`config.mk`:
```
export PLATFORM = sky130hd
export DESIGN_NAME = intersection_ctrl
export DESIGN_NICKNAME = d
export VERILOG_FILES = /design/src/rtl/traffic_pkg.sv /design/src/rtl/phase_timer.sv /design/src/rtl/intersection_ctrl.sv
export SDC_FILE = /design/constraint.sdc
export NUM_CORES = 1
export LEC_CHECK = 0
export ABC_AREA = 1
export BUFFER_PORTS_ARGS = -buffer_cell sky130_fd_sc_hd__clkbuf_2
export CAP_MARGIN = 20
export CORE_AREA = 2 2 70 59
export DETAILED_ROUTE_END_ITERATION = 10
export DIE_AREA = 0 0 72 61
export GPL_TIMING_DRIVEN = 0
export SYNTH_ARGS = -nofsm -noshare
export SYNTH_HDL_FRONTEND = slang
export SYNTH_SLANG_ARGS = --single-unit
```
`constraint.sdc`:
```
create_clock -name clk -period 1.73 [get_ports clk]
set_input_delay 0.346 -clock clk [delete_from_list [all_inputs] [get_ports clk]]
set_output_delay 0.346 -clock clk [all_outputs]
set_load 0.01 [all_outputs]
```
`src/rtl/traffic_pkg.sv`:
```
// ---------------------------------------------------------------------------
// traffic_pkg
// Shared types for the intersection controller:
//   light_t  - lamp driver codes (RED/YELLOW/GREEN/OFF)
//   state_t  - phase sequencer states
//   dir_t    - green direction (NS/EW)
//   lamps_t  - bundled lamp outputs (ns light, ew light, walk)
// decode_lamps() maps a phase state to its lamp outputs.
// Optional feature macro: NIGHT_FLASH_EN (adds ST_FLASH).
// ---------------------------------------------------------------------------
package traffic_pkg;

  typedef enum logic [1:0] {
    RED    = 2'b00,
    YELLOW = 2'b01,
    GREEN  = 2'b10,
    OFF    = 2'b11
  } light_t;

  typedef enum logic [2:0] {
    ST_NS_GREEN,
    ST_NS_YELLOW,
    ST_EW_GREEN,
    ST_EW_YELLOW,
    ST_ALL_RED,
    ST_PED_WALK,
    ST_PED_CLEAR
`ifdef NIGHT_FLASH_EN
    , ST_FLASH
`endif
  } state_t;

  typedef enum logic {
    DIR_NS = 1'b0,
    DIR_EW = 1'b1
  } dir_t;

  typedef struct packed {
    light_t ns;
    light_t ew;
    logic   walk;
  } lamps_t;

  // Lamp outputs for a state. Every state not listed is all-red, so no
  // encoding can ever show conflicting greens or walk with a non-red light.
  function automatic lamps_t decode_lamps(input state_t st);
    lamps_t l;
    l = '{ns: RED, ew: RED, walk: 1'b0};
    case (st)
      ST_NS_GREEN:  l.ns   = GREEN;
      ST_NS_YELLOW: l.ns   = YELLOW;
      ST_EW_GREEN:  l.ew   = GREEN;
      ST_EW_YELLOW: l.ew   = YELLOW;
      ST_PED_WALK:  l.walk = 1'b1;
`ifdef NIGHT_FLASH_EN
      // First half of the flash cycle; the OFF half is overlaid by the top.
      ST_FLASH:     l.ns   = YELLOW;
`endif
      default:      ;
    endcase
    return l;
  endfunction

endpackage

```
`src/rtl/phase_timer.sv`:
```
// ---------------------------------------------------------------------------
// phase_timer
// Tick-enabled, clearable, saturating phase counter.
//   clk, reset  - clock, asynchronous active-high reset
//   tick_i      - count enable strobe
//   clr_i       - on a tick, return the count to zero instead of counting
//   cnt_o [CW]  - ticks elapsed; holds at SAT_VAL once reached
// ---------------------------------------------------------------------------
module phase_timer #(
  parameter int unsigned CW      = 7,
  parameter int unsigned SAT_VAL = 89
) (
  input  logic          clk,
  input  logic          reset,
  input  logic          tick_i,
  input  logic          clr_i,
  output logic [CW-1:0] cnt_o
);

  localparam logic [CW-1:0] SAT = CW'(SAT_VAL);

  logic [CW-1:0] cnt_q, cnt_d;

  always_comb begin
    cnt_d = cnt_q;
    if (tick_i) begin
      if (clr_i)             cnt_d = '0;
      else if (cnt_q != SAT) cnt_d = cnt_q + 1'b1;
    end
  end

  always_ff @(posedge clk or posedge reset) begin
    if (reset) cnt_q <= '0;
    else       cnt_q <= cnt_d;
  end

  assign cnt_o = cnt_q;

endmodule

```
`src/rtl/intersection_ctrl.sv`:
```
// ---------------------------------------------------------------------------
// intersection_ctrl
// Two-way intersection scheduler: N/S approach, E/W approach and a
// pedestrian crossing share the junction through green / yellow / all-red
// phases with demand-driven green extension and a latched walk request.
//
// Ports:
//   clk, reset        - clock, asynchronous active-high reset
//   tick              - timing strobe; all timing advances only when high
//   req_ns, req_ew    - vehicle sensors (level, not latched)
//   ped_req           - pedestrian button (latched into ped_pending)
//   night             - night flash request (only with NIGHT_FLASH_EN)
//   light_ns/light_ew - lamp codes, RED=00 YELLOW=01 GREEN=10 OFF=11
//   walk              - pedestrian walk lamp
//   ped_pending       - latched pedestrian request
//   phase_cnt [CW]    - ticks elapsed in the current state
//
// Optional feature macro: NIGHT_FLASH_EN (night input, FLASH state).
// All outputs are registered and change on the edge committing a new state.
// ---------------------------------------------------------------------------
module intersection_ctrl #(
  parameter int unsigned GREEN_MIN = 30,
  parameter int unsigned GREEN_MAX = 90,
  parameter int unsigned YELLOW_T  = 5,
  parameter int unsigned ALLRED_T  = 2,
  parameter int unsigned WALK_T    = 20,
  parameter int unsigned CW        = 7   // 2**CW must exceed GREEN_MAX
) (
  input  logic          clk,
  input  logic          reset,
  input  logic          tick,
  input  logic          req_ns,
  input  logic          req_ew,
  input  logic          ped_req,
`ifdef NIGHT_FLASH_EN
  input  logic          night,
`endif
  output logic [1:0]    light_ns,
  output logic [1:0]    light_ew,
  output logic          walk,
  output logic          ped_pending,
  output logic [CW-1:0] phase_cnt
);

  import traffic_pkg::*;

  // Exit points: a state of length T leaves on the tick where phase_cnt==T-1.
  localparam logic [CW-1:0] GMIN_LAST   = CW'(GREEN_MIN - 1);
  localparam logic [CW-1:0] GMAX_LAST   = CW'(GREEN_MAX - 1);
  localparam logic [CW-1:0] YELLOW_LAST = CW'(YELLOW_T - 1);
  localparam logic [CW-1:0] ALLRED_LAST = CW'(ALLRED_T - 1);
  localparam logic [CW-1:0] WALK_LAST   = CW'(WALK_T - 1);

  state_t state_q, state_d;
  dir_t   last_dir_q, last_dir_d;
  logic   ped_pending_q, ped_pending_d;
  lamps_t lamps_q, lamps_d;
  logic   state_change;
  state_t resume_green;

`ifdef NIGHT_FLASH_EN
  logic flash_off_q, flash_off_d;
`endif

  // Counter restarts on the edge that commits a transition, otherwise
  // counts ticks and parks at GREEN_MAX-1 (resting green).
  phase_timer #(
    .CW      (CW),
    .SAT_VAL (GREEN_MAX - 1)
  ) u_phase_timer (
    .clk    (clk),
    .reset  (reset),
    .tick_i (tick),
    .clr_i  (state_change),
    .cnt_o  (phase_cnt)
  );

  // The green following any all-red interval goes to the approach that did
  // not have the last green.
  assign resume_green = (last_dir_q == DIR_NS) ? ST_EW_GREEN : ST_NS_GREEN;

  // NOTE: every signal assigned here gets a default before any branch, so
  // no path leaves it unassigned and no latch is inferred.
  always_comb begin
    state_d    = state_q;
    last_dir_d = last_dir_q;

    if (tick) begin
      case (state_q)
        ST_NS_GREEN: begin
          if ((req_ew || ped_pending_q) &&
              ((phase_cnt >= GMIN_LAST && !req_ns) || phase_cnt == GMAX_LAST)) begin
            state_d    = ST_NS_YELLOW;
            last_dir_d = DIR_NS;
          end
        end
        ST_EW_GREEN: begin
          if ((req_ns || ped_pending_q) &&
              ((phase_cnt >= GMIN_LAST && !req_ew) || phase_cnt == GMAX_LAST)) begin
            state_d    = ST_EW_YELLOW;
            last_dir_d = DIR_EW;
          end
        end
        ST_NS_YELLOW, ST_EW_YELLOW: begin
          if (phase_cnt == YELLOW_LAST) state_d = ST_ALL_RED;
        end
        ST_ALL_RED: begin
          if (phase_cnt == ALLRED_LAST) begin
            state_d = ped_pending_q ? ST_PED_WALK : resume_green;
`ifdef NIGHT_FLASH_EN
            if (night) state_d = ST_FLASH;
`endif
          end
        end
        ST_PED_WALK: begin
          if (phase_cnt == WALK_LAST) state_d = ST_PED_CLEAR;
        end
        ST_PED_CLEAR: begin
          if (phase_cnt == ALLRED_LAST) state_d = resume_green;
        end
`ifdef NIGHT_FLASH_EN
        ST_FLASH: begin
          if (!night) state_d = ST_ALL_RED;
        end
`endif
        default: state_d = ST_ALL_RED;
      endcase
    end
  end

  assign state_change = (state_d != state_q);

  // Pedestrian latch: button is ignored while walking, and the clear on
  // entry to PED_WALK overrides a press in the same cycle.
  always_comb begin
    ped_pending_d = ped_pending_q | (ped_req && (state_q != ST_PED_WALK));
    if (state_change && state_d == ST_PED_WALK) ped_pending_d = 1'b0;
  end

  // Lamps are decoded from the next state so the registered outputs switch
  // on the same edge as the state register.
  always_comb begin
    lamps_d = decode_lamps(state_d);
`ifdef NIGHT_FLASH_EN
    // Flash starts in the lit half on entry and toggles on every tick.
    flash_off_d = 1'b0;
    if (state_d == ST_FLASH && state_q == ST_FLASH) flash_off_d = flash_off_q ^ tick;
    if (flash_off_d) begin
      lamps_d.ns = OFF;
      lamps_d.ew = OFF;
    end
`endif
  end

  // NOTE: state registers use non-blocking assignments so every flop
  // samples the pre-edge values, independent of statement order.
  always_ff @(posedge clk or posedge reset) begin
    if (reset) begin
      state_q       <= ST_ALL_RED;
      last_dir_q    <= DIR_EW;
      ped_pending_q <= 1'b0;
      lamps_q       <= '{ns: RED, ew: RED, walk: 1'b0};
    end else begin
      state_q       <= state_d;
      last_dir_q    <= last_dir_d;
      ped_pending_q <= ped_pending_d;
      lamps_q       <= lamps_d;
    end
  end

`ifdef NIGHT_FLASH_EN
  always_ff @(posedge clk or posedge reset) begin
    if (reset) flash_off_q <= 1'b0;
    else       flash_off_q <= flash_off_d;
  end
`endif

  assign light_ns    = lamps_q.ns;
  assign light_ew    = lamps_q.ew;
  assign walk        = lamps_q.walk;
  assign ped_pending = ped_pending_q;

endmodule

```
==> results.env, run 1 <==
RUN_STATUS='finished, violations left'
VIOLATIONS_IN_THE_FINAL_REPORTS='setup timing'
PATH_CLASS='reg2reg'
DESIGN.DIE.AREA_UM2=4392
HOLD_SLACK_NS=0.1505
SLEW_HEADROOM_PCT=55.31
WORST_SETUP_HOLD_PATH_CLK_SLEW_NS=0.07
PORT_BUFFERS=17
CRITICAL_PATH_ARRIVAL_NS=2.21
CRIT_REQUIRED_NS=1.93
POST_SYNTHESIS_SHARE_OF_CELL_AREA_SPENT_ON_FULL_ADDERS_HALF_ADDERS_AND_MAJORITY_GATES_PCT=3.043
FINAL_ANTENNA_NET_COUNT=0
FINAL-MAX-SLEW-VIOLATION-COUNT=0
SYN_WARNINGS=0
FLOW.AREA_GROWTH_FROM_SYNTHESIS_PCT=39.35
MEASURED_SLEW_AT_THE_WORST_SLEW_CHECK_PIN_NS=0.6697
SYN_AREA_UM2=1234
HPWLAFTERDP_UM=2089
GRT_ANTENNA_BEFORE_REPAIR=0
SYNTH_AREA_PER_CELL_UM2=6.892
NUM_VIAS=1242
INITIAL_UTILIZATION_PCT=33.54
GRT_FIRST_PASS_WIRELENGTH_UM=5002
CRITPATHTOPFAMILY='simple AND/OR/NAND/NOR gates'
MAXCAPVIOLCOUNT=0
GRT_PASS1_VIAS=1091
SYNTH_CELL_TYPE_COUNT=23
GLOBALPLACE.CONGESTION=0.8950
GRT_START_MAX_NET_PINS=18
SYNTH_SEQ_AREA_SHARE_PCT=34.69
SYNTH_TOP_FAMILY_BY_AREA='simple AND/OR/NAND/NOR gates'
GRT_BUSIEST_LAYER='met2'
TRITONCTS_CLOCK_TREE='yes'
ITERATION_0_DRC_MARKERS=67
FINCLKSKEW_NS=0.002113
POWER.DENSITY_nW_PER_UM2=1542
CTS.ROOT.BUFFER_CELL='sky130_fd_sc_hd__clkbuf_8'
FINAL_CELL_AREA_UM2=1719
CELL_BY_CELL_LISTING_OF_THE_CRITICAL_PATH='inv_4 > ha_4 > nand2_4 > nor2_4 > nor2_2 > nor2_2 > nand3_4 > nand2_4 > nand2_2 > nand2_2 > nand3_2 > nor2_4 > buf_6 > nand3_1 > nand2_1'
SYNTH.NET_COUNT=188
POST-ROUTE-MIN-PERIOD_NS=2.002
TOTAL_NET_SWITCHING_POWER_uW=1258
GLOBAL_ROUTE.USAGE.MET2_PCT=21.69
POWER_SWITCHING_SHARE_PCT=47.46
ANTENNA_CELLS=0
MUXSHAREOFSYNTHAREA_PCT=0
R2R_CELLS=15
SYNTH_XOR_AREA_SHARE_PCT=3.550
MIN_PERIOD_OVER_PERIOD_PCT=115.7
LAYOUT-DRIVE-GT1-SHARE_PCT=43.66
POST_ROUTE_DRC=0
WORSTSKEWPAIRLATENCY_NS=0.26
VIA_PER_INST=4.833
DRT_WL_TOTAL_UM=3295
SETUP_VIOL=14
GR-USAGE-ALL-LAYERS_PCT=14.72
VDD_IR_DROP_MAX_uV=712.1
MAXCLOCKFREQUENCY_GHz=0.4995
CLOCKPOWERSHARE_PCT=11.9
SYNTH_SEQ_CELLS=17
CELLLEAKAGEPOWER_uW=0.0009056
CTS_SINKS=17
DIEHEIGHT_UM=61
YOSYS.AREA_SHARE.SIMPLE_PCT=42.09
POWER_FRAC_COMB_PCT=63.7
FLOORPLAN.CORE_AREA_UM2=3679
CP_MAX_FO=5
HOLDCRITPATHCLASS='in2async'
GRT.MET3_USAGE_PCT=1.495
LAYOUT.NETS=223
TNS_NS=-2.580
DPL-INSTANCE-AREA_UM2=1404
DIE_W_UM=72
UNREPAIRED_SETUP_ENDPOINTS_AFTER_GLOBAL_ROUTING='yes'
PATH_BUF_INV=2
DRT-WIRELENGTH-PER-CELL_UM=12.82
IO_PINS=19
POST-ROUTE-WORST-SETUP-SLACK_NS=-0.2719
SYN-INSTANCE-COUNT=179
TIMING.FINAL.HOLD_VIOLATIONS=0
CLK_PATH_BUF_DEPTH=2
REG2REG_TO='u_phase_timer.cnt_o[3]'
PLACEMENT_ROWS=20
SYNTH_COMPOUND_GATE_AREA_SHARE_PCT=4.361
TIMING.CRITICAL_PATH.SLOWEST_CELL_DELAY_NS=0.44
FF2FF_SETUP_SLACK_NS=-0.27
CTS-BUFFERS-INSERTED=3
INTERNAL_POWER_uW=1393
WORST_R2R_STARTPOINT='u_phase_timer.cnt_o[1]'
POWER_FRAC_SEQ_PCT=24.4
GRT.OVERFLOW.TOTAL=0
TIMING.CRITICAL_PATH.FROM_TYPE='flip-flop'
MET1_USAGE_PCT=21.60
WORST_PATH_MAX_DELAY_CELL='sky130_fd_sc_hd__dfrtp_2'
ENDPOINT_KIND='flip-flop'
CTS_HTREE_LEVELS=1
DETAIL_ROUTE.FIRST_PASS.ITERATIONS=4
metal layers:
metal  part of all wire (%)  wire length, um
met2                     45             1474
met5                      0                0
met4                    2.0               66
met3                    4.8              157
met1                     48             1596
repair_timing:
item | CTS | global route
gates resized for setup | 19 | 26
hold buffers | 0 | 0
endpoints found under the setup margin | 14 | 15
pin swaps | 10 | 26
gates cloned | 1 | 0
setup buffers | 6 | 6
area by class of cell:
| type | instances | area [um2] |
|---|---|---|
| clock buffer | 3 | 41.29 |
| tap | 44 | 55.05 |
| fill | 357 | 1959 |
| sequential | 17 | 432.9 |
| inverter | 27 | 103.9 |
| buffer | 4 | 50.05 |
| timing repair buffer | 30 | 190.2 |
| multi-input combinational | 131 | 840.8 |
| clock inverter | 1 | 5.005 |
power by group through the flow:
stage / registers, uW / logic, uW / clock network (uW)
finish: 646 / 1690 / 316
global route: 662 / 1850 / 343
CTS: 636 / 1380 / 317
detailed placement: 640 / 1130 / 0
global placement: 642 / 1140 / 0
floorplan: 646 / 862 / 0
state kept, by name (all words and copies together), names as in the netlist:
signal               flops
state_q                  3
walk                     1
last_dir_q               1
u_phase_timer.cnt_o      7
light_ew                 2
ped_pending              1
light_ns                 2
cells in the mapped netlist:
cell type | instances | area, um2
sky130_fd_sc_hd__o31ai_1 | 1 | 7.510
sky130_fd_sc_hd__nor2_2 | 3 | 18.77
sky130_fd_sc_hd__dfstp_2 | 2 | 52.55
sky130_fd_sc_hd__nand2_4 | 1 | 11.26
sky130_fd_sc_hd__nand4_1 | 2 | 12.51
sky130_fd_sc_hd__nand2_1 | 52 | 195.2
sky130_fd_sc_hd__nand3_2 | 2 | 20.02
sky130_fd_sc_hd__nand2_2 | 6 | 37.54
sky130_fd_sc_hd__inv_1 | 26 | 97.59
sky130_fd_sc_hd__nor2_1 | 15 | 56.30
sky130_fd_sc_hd__nor3_1 | 6 | 30.03
sky130_fd_sc_hd__nor2_4 | 1 | 11.26
sky130_fd_sc_hd__o21ai_0 | 2 | 10.01
sky130_fd_sc_hd__a21oi_1 | 6 | 30.03
sky130_fd_sc_hd__buf_6 | 2 | 22.52
sky130_fd_sc_hd__inv_2 | 1 | 3.750
sky130_fd_sc_hd__a31oi_1 | 1 | 6.260
sky130_fd_sc_hd__ha_1 | 3 | 37.54
sky130_fd_sc_hd__xor2_1 | 5 | 43.79
sky130_fd_sc_hd__nor4_1 | 1 | 6.260
sky130_fd_sc_hd__nand3_1 | 24 | 120.1
sky130_fd_sc_hd__clkbuf_8 | 2 | 27.53
sky130_fd_sc_hd__dfrtp_1 | 15 | 375.4
how the worst max path moves through the flow:
stage                                start                     end  slack, ns  cells after the start
global placement    u_phase_timer.cnt_o[0]  u_phase_timer.cnt_o[4]      -0.27                     14
global route        u_phase_timer.cnt_o[0]  u_phase_timer.cnt_o[4]      -0.40                     15
detailed placement  u_phase_timer.cnt_o[0]  u_phase_timer.cnt_o[5]      -0.28                     14
CTS                 u_phase_timer.cnt_o[0]  u_phase_timer.cnt_o[5]      -0.20                     14
floorplan           u_phase_timer.cnt_o[1]  u_phase_timer.cnt_o[1]      -0.08                     14
finish              u_phase_timer.cnt_o[1]  u_phase_timer.cnt_o[3]      -0.27                     15
layout by cell type (no fill, tap or decap), types with 3 or more instances in the layout:
master | Yosys | routed
sky130_fd_sc_hd__nor2_1 | 15 | 8
sky130_fd_sc_hd__a21oi_1 | 6 | 4
sky130_fd_sc_hd__clkbuf_8 | 2 | 5
sky130_fd_sc_hd__nand3_2 | 2 | 7
sky130_fd_sc_hd__xor2_1 | 5 | 5
sky130_fd_sc_hd__buf_6 | 2 | 4
sky130_fd_sc_hd__dfrtp_1 | 15 | 11
sky130_fd_sc_hd__nand2_2 | 6 | 12
sky130_fd_sc_hd__clkbuf_2 | 0 | 17
sky130_fd_sc_hd__buf_4 | 0 | 11
sky130_fd_sc_hd__nand2_1 | 52 | 45
sky130_fd_sc_hd__inv_1 | 26 | 22
sky130_fd_sc_hd__ha_4 | 0 | 3
sky130_fd_sc_hd__nor3_2 | 0 | 4
sky130_fd_sc_hd__inv_2 | 1 | 4
sky130_fd_sc_hd__nor2_2 | 3 | 6
sky130_fd_sc_hd__nor2_4 | 1 | 5
sky130_fd_sc_hd__dfrtp_2 | 0 | 4
sky130_fd_sc_hd__nand3_1 | 24 | 17
stage by stage:
stage               cells  power [uW]  setup WS [ns]  util (%)
floorplan             179        1508       -0.08372         -
global placement      240        1778        -0.2716     38.16
detailed placement    240        1771        -0.2819     38.16
CTS                   251        2328        -0.2030     42.59
global route          257        2852        -0.3997     46.73
finish                257        2652        -0.2719     46.73
cells by family (layout without fill, tap and decap cells):
| family | count (synthesis) | count (layout) |
|---|---|---|
| AO/OA/AOI/OAI | 10 | 10 |
| XOR/XNOR | 5 | 5 |
| adder cells (fa/ha/maj) | 3 | 3 |
| buffers and inverters | 31 | 65 |
| flip-flops | 17 | 17 |
| AND/OR/NAND/NOR | 113 | 113 |
No activity file was read; power rests on OpenSTA's default activity.
==> run 2: changes to the inputs <==
--- a/config.mk
+++ b/config.mk
@@ -12,6 +12,7 @@
 export DETAILED_ROUTE_END_ITERATION = 10
 export DIE_AREA = 0 0 72 61
 export GPL_TIMING_DRIVEN = 0
+export REMOVE_ABC_BUFFERS = 1
 export SYNTH_ARGS = -nofsm -noshare
 export SYNTH_HDL_FRONTEND = slang
 export SYNTH_SLANG_ARGS = --single-unit
==> constraint.sdc (replaced) <==
create_clock -name clk -period 2.1 [get_ports clk]
set_input_delay 0.42 -clock clk [delete_from_list [all_inputs] [get_ports clk]]
set_output_delay 0.42 -clock clk [all_outputs]
set_load 0.01 [all_outputs]
==> results.env, run 2 (same netlist as run 1, synthesis figures left out) <==
ANTENNA_CELLS=0
PORT_BUFFERS=18
POWER_FRAC_SEQ_PCT=27.2
GRT_START_MAX_NET_PINS=18
TRITONCTS_CLOCK_TREE='yes'
TIMING.CRITICAL_PATH.FROM_TYPE='flip-flop'
LAYOUT.NETS=218
FINAL-MAX-SLEW-VIOLATION-COUNT=0
MOST-COMMON-LAYOUT-CELLS='47 x sky130_fd_sc_hd__nand2_1, 22 x sky130_fd_sc_hd__inv_1, 19 x sky130_fd_sc_hd__clkbuf_2'
WORSTSKEWPAIRLATENCY_NS=0.26
DIEHEIGHT_UM=61
CRITICAL_PATH_ARRIVAL_NS=2.19
COMMONEST_NON_FILL_NON_TAP_CELL_IN_THE_LAYOUT='sky130_fd_sc_hd__nand2_1'
RUN_STATUS='completed'
DETAIL_ROUTE.FIRST_PASS.ITERATIONS=4
FINAL_ANTENNA_NET_COUNT=0
POWER.DENSITY_nW_PER_UM2=1226
TIMING.FINAL.HOLD_VIOLATIONS=0
MAXCLOCKFREQUENCY_GHz=0.5023
CELLLEAKAGEPOWER_uW=0.0008633
TNS_NS=0
FF2FF_SETUP_SLACK_NS=0.11
DRT_WL_TOTAL_UM=3078
DRT-WIRELENGTH-PER-CELL_UM=12.21
CP_MAX_FO=6
WORST_PATH_MAX_DELAY_CELL='sky130_fd_sc_hd__dfrtp_1'
FLOW.AREA_GROWTH_FROM_SYNTHESIS_PCT=32.66
POST-ROUTE-WORST-SETUP-SLACK_NS=0.1092
CTS_HTREE_LEVELS=1
NUM_VIAS=1214
ENDPOINT_KIND='flip-flop'
MEASURED_SLEW_AT_THE_WORST_SLEW_CHECK_PIN_NS=0.6518
VIA_PER_INST=4.817
HPWLAFTERDP_UM=2009
PLACEMENT_ROWS=20
REG2REG_TO='u_phase_timer.cnt_o[5]'
PATH_CLASS='reg2reg'
FLOORPLAN.CORE_AREA_UM2=3679
INTERNAL_POWER_uW=1011
HOLD_SLACK_NS=0.2174
GLOBALPLACE.CONGESTION=0.7917
N_FILL_CELL=371
PATH_BUF_INV=1
HOLDCRITPATHCLASS='in2async'
IO_PINS=19
SLEW_HEADROOM_PCT=56.50
CRIT_REQUIRED_NS=2.30
ITERATION_0_DRC_MARKERS=55
WORST_SETUP_HOLD_PATH_CLK_SLEW_NS=0.07
MIN_PERIOD_OVER_PERIOD_PCT=94.80
CELL_BY_CELL_LISTING_OF_THE_CRITICAL_PATH='inv_2 > ha_4 > nand2_2 > nor2_4 > nor2_1 > nor2_2 > nand3_2 > nand2_4 > nand2_2 > nand2_2 > nand3_4 > nor2_4 > nand3_2 > nand2_1'
CTS-BUFFERS-INSERTED=3
LAYOUT-DRIVE-GT1-SHARE_PCT=39.90
SETUP_VIOL=0
CTS.ROOT.BUFFER_CELL='sky130_fd_sc_hd__clkbuf_8'
CLK_PATH_BUF_DEPTH=2
POST-ROUTE-MIN-PERIOD_NS=1.991
FLIP_FLOP_COUNT_OF_THE_LARGEST_REGISTER_AFTER_LAYOUT=7
TIMING.CRITICAL_PATH.SLOWEST_CELL_DELAY_NS=0.42
POWER_SWITCHING_SHARE_PCT=49.63
VDD_IR_DROP_MAX_uV=688.5
FINCLKSKEW_NS=0.003601
PRECTSSETUPSLACK_NS=-0.1538
CRITICAL_PATH.MOST_COMMON_CELL='sky130_fd_sc_hd__nand2_2'
GRT_PASS1_VIAS=999
R2R_CELLS=14
INITIAL_UTILIZATION_PCT=33.54
CRITPATHTOPFAMILY='simple AND/OR/NAND/NOR gates'
TOTAL_NET_SWITCHING_POWER_uW=996.0
CTS_SINKS=17
WORST_R2R_STARTPOINT='u_phase_timer.cnt_o[1]'
POST_ROUTE_DRC=0
GRT_ANTENNA_BEFORE_REPAIR=0
DIE_W_UM=72
GR-USAGE-ALL-LAYERS_PCT=13.95
CTS_HOLD_BUFFERS=0
MAXCAPVIOLCOUNT=0
DESIGN.DIE.AREA_UM2=4392
GRT_FIRST_PASS_WIRELENGTH_UM=4671
POWER_FRAC_COMB_PCT=60.1
GRT.OVERFLOW.TOTAL=0
CLOCKPOWERSHARE_PCT=12.8
[run 2: cell count changes in the layout (fill, tap and decap cells not counted), moves of 2 or more]
cell / change
sky130_fd_sc_hd__a21oi_1: +2
sky130_fd_sc_hd__a21oi_2: -2
sky130_fd_sc_hd__buf_4: -3
sky130_fd_sc_hd__buf_6: -3
sky130_fd_sc_hd__clkbuf_2: +2
sky130_fd_sc_hd__clkbuf_8: -2
sky130_fd_sc_hd__nand2_1: +2
sky130_fd_sc_hd__nand3_2: +2
sky130_fd_sc_hd__nor2_1: +2
[run 2: power by group through the flow]
| stage | clock network, uW | logic, uW | registers, uW |
|---|---|---|---|
| 5_1_grt | 273 | 1340 | 564 |
| 3_3_place_gp | 0 | 836 | 513 |
| 3_5_place_dp | 0 | 833 | 511 |
| 2_1_floorplan | 0 | 608 | 522 |
| 4_1_cts | 263 | 926 | 510 |
| 6_report | 257 | 1210 | 545 |
[run 2: worst max-delay path by stage]
stage	start	end	slack, ns	cells past startpoint
finish	u_phase_timer.cnt_o[1]	u_phase_timer.cnt_o[5]	0.11	14
global route	state_q[2]	u_phase_timer.cnt_o[5]	-0.06	11
CTS	u_phase_timer.cnt_o[0]	u_phase_timer.cnt_o[1]	0.009	14
detailed placement	u_phase_timer.cnt_o[1]	u_phase_timer.cnt_o[4]	-0.15	15
global placement	u_phase_timer.cnt_o[1]	u_phase_timer.cnt_o[3]	-0.11	15
floorplan	u_phase_timer.cnt_o[1]	u_phase_timer.cnt_o[1]	0.19	15
[run 2: layout make-up]
class	instances	area, um2	area share [%]
multi-input combinational	132	828.3	50.61
sequential	17	432.9	26.45
timing repair buffer	28	166.4	10.17
inverter	27	107.6	6.575
tap	44	55.05	3.364
clock buffer	3	41.29	2.523
clock inverter	1	5.005	0.3058
[run 2: routing by layer]
metal  vias to the layer above  track usage, %  part of all wire (%)
met5                         -               0                     0
met4                         0           7.278                   1.9
met3                         5           1.661                   4.4
met2                        28           19.84                    46
met1                       560           20.75                    48
li1                        621               -                     -
[run 2: repair_timing]
item                       CTS  global route
pin swaps                    1            22
buffers inserted             0            10
setup endpoints to repair    6            14
cloned                       1             0
gates resized for setup      4            42
[run 2: stage by stage]
| step | cell area (um2) | total power [uW] | cells | utilization, % |
|---|---|---|---|---|
| CTS | 1403 | 1699 | 242 | 38.13 |
| global route | 1637 | 2182 | 252 | 44.49 |
| finish | 1637 | 2007 | 252 | 44.49 |
| floorplan | 1184 | 1130 | 175 | - |
| global placement | 1329 | 1349 | 237 | 36.12 |
| detailed placement | 1329 | 1344 | 237 | 36.12 |
==> run 3: changes to the inputs <==
--- a/config.mk
+++ b/config.mk
@@ -8,9 +8,9 @@
 export ABC_AREA = 1
 export BUFFER_PORTS_ARGS = -buffer_cell sky130_fd_sc_hd__clkbuf_2
 export CAP_MARGIN = 20
-export CORE_AREA = 2 2 70 59
+export CORE_AREA = 2 2 66 55
 export DETAILED_ROUTE_END_ITERATION = 10
-export DIE_AREA = 0 0 72 61
+export DIE_AREA = 0 0 68 57
 export GPL_TIMING_DRIVEN = 0
 export REMOVE_ABC_BUFFERS = 1
 export SYNTH_ARGS = -nofsm -noshare
==> results.env, run 3 (same netlist as run 1, synthesis figures left out) <==
CRIT_REQUIRED_NS=2.24
CTS_HOLD_BUFFERS=0
DIEHEIGHT_UM=57
ITERATION_0_DRC_MARKERS=95
CTS-BUFFERS-INSERTED=3
MEASURED_SLEW_AT_THE_WORST_SLEW_CHECK_PIN_NS=0.6425
VDD_IR_DROP_MAX_uV=590.9
INITIAL_UTILIZATION_PCT=37.60
GRT.MET3_USAGE_PCT=2.367
CTS_HTREE_LEVELS=1
N_FILL_CELL=317
DRT-WIRELENGTH-PER-CELL_UM=12.47
CELLLEAKAGEPOWER_uW=0.0008533
HOLDCRITPATHCLASS='in2async'
PLACEMENT_ROWS=19
MULTI_INPUT_AREA_UM2=805.8
GR-USAGE-ALL-LAYERS_PCT=16.50
PATH_CLASS='reg2reg'
GRT_PASS1_VIAS=1017
MET1_USAGE_PCT=27.02
GRT_START_MAX_NET_PINS=18
CRITICAL_PATH_ARRIVAL_NS=2.11
FLIP_FLOP_COUNT_OF_THE_LARGEST_REGISTER_AFTER_LAYOUT=7
POWER.DENSITY_nW_PER_UM2=1227
ANTENNA_CELLS=0
ENDPOINT_KIND='flip-flop'
MOST-COMMON-LAYOUT-CELLS='49 x sky130_fd_sc_hd__nand2_1, 22 x sky130_fd_sc_hd__inv_1, 19 x sky130_fd_sc_hd__clkbuf_2'
MAXCAPVIOLCOUNT=0
GRT_BUSIEST_LAYER='met1'
MAXCLOCKFREQUENCY_GHz=0.5088
GRT.OVERFLOW.TOTAL=0
WORSTSKEWPAIRLATENCY_NS=0.25
COMMONEST_NON_FILL_NON_TAP_CELL_IN_THE_LAYOUT='sky130_fd_sc_hd__nand2_1'
TNS_NS=0
DIE_W_UM=68
TIMING.CRITICAL_PATH.FROM_TYPE='flip-flop'
CP_MAX_FO=6
VIA_PER_INST=4.911
CTS_SINKS=17
SETUP_VIOL=0
RUN_STATUS='completed'
GRT_FIRST_PASS_WIRELENGTH_UM=4843
HPWLAFTERDP_UM=2059
DETAIL_ROUTE.FIRST_PASS.ITERATIONS=4
FINAL-SEQ-AREA_UM2=432.9
IO_PINS=19
HOLD_SLACK_NS=0.2247
DRT_WL_TOTAL_UM=3092
LAYOUT-DRIVE-GT1-SHARE_PCT=36.41
FLOORPLAN.CORE_AREA_UM2=3281
FINAL-MAX-SLEW-VIOLATION-COUNT=0
FINAL_ANTENNA_NET_COUNT=0
SLEW_HEADROOM_PCT=57.12
PORT_BUFFERS=18
WORST_SETUP_HOLD_PATH_CLK_SLEW_NS=0.07
FINCLKSKEW_NS=0.002545
LAYOUT.NETS=216
DESIGN.DIE.AREA_UM2=3876
CTS.ROOT.BUFFER_CELL='sky130_fd_sc_hd__clkbuf_8'
GLOBALPLACE.CONGESTION=0.8108
TRITONCTS_CLOCK_TREE='yes'
NUM_VIAS=1218
GLOBAL_ROUTE.USAGE.MET2_PCT=21.64
POST-ROUTE-MIN-PERIOD_NS=1.966
MIN_PERIOD_OVER_PERIOD_PCT=93.60
POST_ROUTE_DRC=0
TIMING.FINAL.HOLD_VIOLATIONS=0
FLOW.AREA_GROWTH_FROM_SYNTHESIS_PCT=29.11
GRT_ANTENNA_BEFORE_REPAIR=0
CLK_PATH_BUF_DEPTH=2
==> run 3: cell types whose count changed in the layout (fill, tap and decap cells not counted), sizes merged <==
| cell | previous run | this run |
|---|---|---|
| buf | 9 | 7 |
==> run 3: final timing paths <==
kind                                        startpoint                endpoint  slack [ns]  cells past startpoint
worst max-delay path            u_phase_timer.cnt_o[1]  u_phase_timer.cnt_o[3]        0.13                     15
worst min-delay path                             reset  u_phase_timer.cnt_o[0]        0.22                      2
worst max register to register  u_phase_timer.cnt_o[1]  u_phase_timer.cnt_o[3]        0.13                     15
worst min register to register              last_dir_q              last_dir_q        0.53                      2
max in group asynchronous                        reset  u_phase_timer.cnt_o[5]        1.43                      2
min in group clk                               ped_req             ped_pending        0.46                      3
==> run 3: layer usage <==
layer	share of wire (%)	vias to the layer above	wire, um
met4	1.7	0	52
li1	-	619	-
met1	49	564	1530
met3	4.0	6	124
met5	0	-	0
met2	45	29	1386
==> run 3: layout make-up <==
class	count	share of cell area [%]
Timing Repair Buffer	26	9.269
Tap cell	42	3.299
Clock inverter	1	0.3142
Inverter	27	6.756
Sequential cell	17	27.18
Multi-Input combinational cell	132	50.59
Clock buffer	3	2.592
==> run 3: what timing repair did <==
| action | in CTS | in global routing |
|---|---|---|
| resized for setup | 5 | 34 |
| pin swaps | 1 | 12 |
| setup buffers | 0 | 8 |
| endpoints found under the hold margin | 0 | 0 |
| setup endpoints to repair | 6 | 14 |
| cloned | 1 | 0 |
==> run 3: critical path, cell delays in order (launching register included) <==
cell and delay (ns):
sky130_fd_sc_hd__dfrtp_2 0.44, sky130_fd_sc_hd__inv_2 0.10, sky130_fd_sc_hd__ha_4 0.14, sky130_fd_sc_hd__inv_2 0.05
sky130_fd_sc_hd__nand3_1 0.09, sky130_fd_sc_hd__nand2_1 0.10, sky130_fd_sc_hd__nand2_2 0.08, sky130_fd_sc_hd__nand2_1 0.05
sky130_fd_sc_hd__nand2_1 0.06, sky130_fd_sc_hd__nand2_1 0.05, sky130_fd_sc_hd__nand2_2 0.10, sky130_fd_sc_hd__nor2_4 0.05
sky130_fd_sc_hd__nor3_4 0.29, sky130_fd_sc_hd__nor2_4 0.12, sky130_fd_sc_hd__nand3_1 0.08, sky130_fd_sc_hd__nand2_1 0.06
==> run 3: through the flow <==
step	util (%)	power (uW)	worst slack [ns]	area, um2	std cells
floorplan	-	1130	0.1918	1184	175
detailed placement	40.43	1341	-0.1050	1326	235
global route	48.55	2113	-0.04961	1593	248
CTS	42.68	1686	0.01901	1400	240
finish	48.55	1954	0.1344	1593	248
global placement	40.43	1344	-0.09239	1326	235
==> run 3: power by group <==
| group | switching, uW | internal, uW | total [uW] |
|---|---|---|---|
| Combinational | 729 | 423 | 1150 |
| Clock | 116 | 132 | 247 |
| Sequential | 131 | 423 | 554 |
| Total | 976 | 979 | 1950 |
